### config.mk
export PLATFORM = sky130hd
export DESIGN_NAME = jk_seq_driver
export DESIGN_NICKNAME = d
export VERILOG_FILES = /design/src/rtl/jk_pkg.sv /design/src/rtl/jk_excite.sv /design/src/rtl/jk_seq_driver.sv
export SDC_FILE = /design/constraint.sdc
export NUM_CORES = 1
export LEC_CHECK = 0
export CAP_MARGIN = 25
export CELL_PAD_IN_SITES_DETAIL_PLACEMENT = 0
export CELL_PAD_IN_SITES_GLOBAL_PLACEMENT = 1
export CORE_MARGIN = 3
export CORE_UTILIZATION = 34
export CTS_CLUSTER_DIAMETER = 30
export CTS_CLUSTER_SIZE = 30
export DETAILED_ROUTE_END_ITERATION = 16
export PLACE_DENSITY = 0.82
export SLEW_MARGIN = 40
export SYNTH_ARGS = -nofsm -noshare
export SYNTH_HDL_FRONTEND = slang
export SYNTH_HIERARCHICAL = 1
export SYNTH_SLANG_ARGS = --single-unit
### constraint.sdc
create_clock -name clk -period 1.9 [get_ports clk]
set_input_delay 0.38 -clock clk [delete_from_list [all_inputs] [get_ports clk]]
set_output_delay 0.38 -clock clk [all_outputs]
set_load 0.01 [all_outputs]
### src/rtl/jk_pkg.sv
// jk_pkg: shared op codes, FSM states and limits
// for the JK bank stimulus driver.
package jk_pkg;

  typedef enum logic [1:0] {
    OP_LOAD   = 2'b00,
    OP_HOLD   = 2'b01,
    OP_TOGGLE = 2'b10,
    OP_CLEAR  = 2'b11
  } jk_op_t;

  typedef enum logic [2:0] {
    ST_IDLE,
    ST_SETUP,
    ST_STROBE,
    ST_POST,
    ST_CHECK
  } jk_state_t;

  localparam logic [7:0] PASS_MAX = 8'd255;

endpackage

### src/rtl/jk_excite.sv
// jk_excite: per-bit J/K excitation; TOGGLE drives
// J=K=mask, otherwise the inverse JK table on (q, e).
module jk_excite (
  input  logic q,
  input  logic e,
  input  logic tog,
  input  logic m,
  output logic j,
  output logic k
);

  assign j = tog ? m : (~q & e);
  assign k = tog ? m : (q & ~e);

endmodule

### src/rtl/jk_seq_driver.sv
// jk_seq_driver: command-driven J/K stimulus and Q checker.
// Define JK_VERIFY_EN to compare Q against the expected value.
module jk_seq_driver
  import jk_pkg::*;
#(
  parameter int WIDTH  = 8,
  parameter int SETTLE = 3
) (
  input  logic             clk,
  input  logic             reset,
  input  logic             cmd_valid,
  output logic             cmd_ready,
  input  logic [1:0]       cmd_op,
  input  logic [WIDTH-1:0] cmd_data,
  output logic [WIDTH-1:0] j_out,
  output logic [WIDTH-1:0] k_out,
  output logic             jk_clk_out,
  input  logic [WIDTH-1:0] q_in,
  output logic             done,
  output logic             err,
  output logic [7:0]       pass_cnt
);

  localparam logic [3:0] SET_M1 = 4'(SETTLE - 1);

  jk_state_t        state;
  logic [3:0]       cnt;
  logic [WIDTH-1:0] e;
  logic [WIDTH-1:0] jn;
  logic [WIDTH-1:0] kn;
  logic             tog;
  logic             ok;

  assign cmd_ready = (state == ST_IDLE);
  assign tog       = (cmd_op == OP_TOGGLE);

  always_comb begin
    e = '0;
    unique case (cmd_op)
      OP_LOAD:   e = cmd_data;
      OP_HOLD:   e = q_in;
      OP_TOGGLE: e = q_in ^ cmd_data;
      OP_CLEAR:  e = '0;
      default:   e = '0;
    endcase
  end

  for (genvar i = 0; i < WIDTH; i++) begin : g_bit
    jk_excite u_ex (
      .q   (q_in[i]),
      .e   (e[i]),
      .tog (tog),
      .m   (cmd_data[i]),
      .j   (jn[i]),
      .k   (kn[i])
    );
  end

`ifdef JK_VERIFY_EN
  logic [WIDTH-1:0] exp_q;
  logic             err_q;
  assign ok  = (q_in == exp_q);
  assign err = err_q;
`else
  assign ok  = 1'b1;
  assign err = 1'b0;
`endif

  always_ff @(posedge clk or negedge reset) begin
    if (!reset) begin
      state      <= ST_IDLE;
      cnt        <= '0;
      j_out      <= '0;
      k_out      <= '0;
      jk_clk_out <= 1'b0;
      done       <= 1'b0;
      pass_cnt   <= '0;
`ifdef JK_VERIFY_EN
      exp_q      <= '0;
      err_q      <= 1'b0;
`endif
    end else begin
      unique case (state)
        ST_IDLE: begin
          if (cmd_valid) begin
            state <= ST_SETUP;
            cnt   <= SET_M1;
            j_out <= jn;
            k_out <= kn;
`ifdef JK_VERIFY_EN
            exp_q <= e;
`endif
          end
        end
        ST_SETUP: begin
          if (cnt == 4'd0) begin
            state      <= ST_STROBE;
            cnt        <= SET_M1;
            jk_clk_out <= 1'b1;
          end else begin
            cnt <= cnt - 4'd1;
          end
        end
        ST_STROBE: begin
          state      <= ST_POST;
          cnt        <= SET_M1;
          jk_clk_out <= 1'b0;
        end
        ST_POST: begin
          if (cnt == 4'd0) begin
            state <= ST_CHECK;
            cnt   <= SET_M1;
            done  <= 1'b1;
            j_out <= '0;
            k_out <= '0;
`ifdef JK_VERIFY_EN
            err_q <= ~ok;
`endif
            // saturate rather than wrap
            if (ok && pass_cnt != PASS_MAX)
              pass_cnt <= pass_cnt + 8'd1;
          end else begin
            cnt <= cnt - 4'd1;
          end
        end
        ST_CHECK: begin
          state <= ST_IDLE;
          cnt   <= SET_M1;
          done  <= 1'b0;
        end
        default: begin
          state <= ST_IDLE;
        end
      endcase
    end
  end

endmodule

==> results.ini <==
[final_layout]
drive_gt1_frac=0.200
multiInputGateArea_sq_um=1050
final_util=0.531
syn2layout_area_growth_pct=45.3
final_common_cell=clkdlybuf4s50_1
fin_nets=287
final_cell_mix=clkdlybuf4s50_1 (46), dfrtp_1 (33), buf_4 (18), nand2b_1 (17)
fill_cells=493
ff_latch_area_sq_um=826
finish.instance_area_sq_um=2830
stdcell_count=335
antenna_cells=0

[worst_setup_path]
max_stage_delay_ps=390
critical_path_buf_inv_count=2
critPathArrivalTime_ps=1990
worstPathCellList=inv_1, ha_2, or3b_4, nor3_4, buf_6, nand3_2, mux2_4
required_ps=2070
cp_max_fo=6
critPathSlowestCell=or3b_4
critPathTopFamily=simple AND/OR/NAND/NOR gates
cp-end-kind=flop
critPathKind=flop to flop
cp-start-kind=flop
r2r_slack_ps=80

[clocking]
clk_pin_slew_ps=70
clk_path_buf_depth=2
cts-htree-levels=2
cts_tree=built
cts_buffers=5
clockRootBuffer=clkbuf_8
cts_sinks=33
clkLatencyLatePin_ps=280
cts_hold_buf=0

[logic_synthesis]
synth_area_leaders=dfrtp_1 (42%), a22o_1 (7.2%), mux2i_1 (7.2%)
syn_area_sq_um=1950
synth_xor_area_frac=0.0315
synth_nets=217
ys_seq_elements=33
synth.avg_cell_area_sq_um=10.0
synth_edf_count=0
syn_inst=194
yosys.area_share.simple=0.191
synth_warnings=6
ys.flop_type=dfrtp_1
synth_top_family_by_area=simple AND/OR/NAND/NOR gates
yosysSeqAreaShare=0.424
yosys.area.top_type=dfrtp_1
synth.top_cell.area_share=0.424
synth.area.mux_share=0.110
ys_types=37
yosys.area_share.adder=0.0128
synth_compound_area_frac=0.189
ys_async_sr_fraction=1.00

[route]
wl_per_cell_microns=13.4
remaining_drc_errors=0
viasPerCell=5.02
routed_wl_mm=4.49
drt_pre_antenna_iters=4
dr_total_vias=1681
drt_iter0_markers=89
drtAntennaViolNets=0

[global_route]
grt_pass1_vias=1625
grt_usage=0.148
grt_pass1_wl_mm=7.63
antenna_found_initial=0
gr-total-overflow=0
grt_start_max_net_pins=34

[die]
die_area_sq_um=6670
die_x_microns=81.7
fp-row-count=26
ioPinCount=49
fp.dieH_microns=81.7
fp.coreArea_sq_um=5340
start_util=0.365

[pwr]
power_density_nw_per_um2=1140
fin_total_pwr_mw=3.22
clkPwrFrac=0.214
swShare=0.319
seqPwrFrac=0.334
ir_worst_vdd_uv=572
comb_power_share=0.451
p_switching_mw=1.03
leakage_nw=1.25
internal-power_mw=2.19

[timing]
slew_viol_final=0
hold_violations=0
finalSetupViolCount=0
worstMarginPinSlew_ps=620
finClkSkew_ps=2.88
min_period_over_period=0.960
rsz0062_at_grt=no
totalNegativeSetupSlack_ps=0
period_needed_ps=1820
relSlewSlack=0.587
fmax_mhz=548

[outcome]
status=completed

[place]
port_buffers=47
hpwl_mm=3.26
gp_congestion=0.755
placed_area_sq_um=2670
dp_cells=322

[hold_path]
hold_class=primary input to asynchronous set/reset pin

[job]
maxCapViolations=0

[registers in the layout, summed over array words and instances (netlist names)]
signal,count
cnt,4
done,1
j_out,8
jk_clk_out,1
k_out,8
pass_cnt,8
state,3
[metrics by stage]
step / worst slack [ps] / hold slack (ps)
floorplan: 18.6 / 84.4
finish: 76.1 / 500
detailed placement: -133 / 483
global route: 1.23 / 521
CTS: 1.61 / 507
global placement: -69.2 / 485
[worst paths after layout]
path | to | cells past startpoint | from
min in group clk | k_out[1] | 1 | k_out[1]
setup reg to reg | pass_cnt[6] | 7 | cnt[0]
hold reg to reg | k_out[1] | 1 | k_out[1]
hold / removal | jk_clk_out | 2 | reset
max in group asynchronous | k_out[5] | 2 | reset
setup / recovery | pass_cnt[6] | 7 | cnt[0]
[power groups by stage]
stage	clock network, mW	logic, mW	registers (mW)
after floorplan	0	0.690	1.13
after global placement	0	1.37	1.09
after detailed placement	0	1.40	1.09
after CTS	0.711	1.44	1.08
after global routing	0.739	1.60	1.11
final	0.691	1.45	1.08
[metal layers]
layer  vias to the layer above  share of wire  GRT usage
li1                        839              -          -
met1                       804           0.47      0.196
met2                        36           0.49      0.246
met3                         2          0.032     0.0296
met4                         0         0.0071     0.0399
met5                         -              0          0
[Yosys cell counts (2+ instances only)]
library cell / n
dfrtp_1: 33
a22o_1: 16
nor2_1: 5
o21ai_2: 8
a21oi_1: 2
nand2_1: 16
nand4_1: 2
nand2b_1: 17
inv_1: 6
mux2_2: 4
o21ai_0: 4
o22ai_1: 9
o21ai_1: 9
nand3_1: 5
mux2_4: 2
mux2i_1: 14
ha_1: 2
and3_1: 3
xnor2_1: 7
clkbuf_1: 4
buf_2: 3
nor3_1: 3
nor2b_1: 6
[layout make-up]
| cell class | instances | share of cell area |
|---|---|---|
| well taps | 70 | 0.0309 |
| clock buffers | 7 | 0.0305 |
| flip-flops and latches | 33 | 0.292 |
| repair buffers | 71 | 0.250 |
| inverters | 7 | 0.0141 |
| clock inverters | 1 | 0.0106 |
| multi-input cells | 146 | 0.373 |
[kinds of logic (layout without fill, tap and decap cells)]
group | count (synthesis) | in the layout
AND/OR/NAND/NOR | 65 | 65
flip-flops | 33 | 33
adder cells (fa/ha/maj) | 2 | 2
other | 1 | 1
AO/OA/AOI/OAI | 51 | 51
multiplexers | 20 | 20
XOR/XNOR | 7 | 7
buffers and inverters | 15 | 86
[worst register-to-register path, delay by kind of cell, from the launching register on]
family | cells | cell delay (ps)
DFF | 1 | 380
and+or+nand+nor | 3 | 640
adders and majority gates | 1 | 170
buffers and inverters | 2 | 230
muxes | 1 | 300
[timing repair]
| action | in CTS | in global routing |
|---|---|---|
| endpoints found under the hold margin | 0 | 0 |
| setup endpoints to repair | 3 | 21 |
| setup buffers | 3 | 2 |
| pin swaps | 3 | 3 |
| gates resized for setup | 2 | 3 |
(Power assumes the default switching activity.)
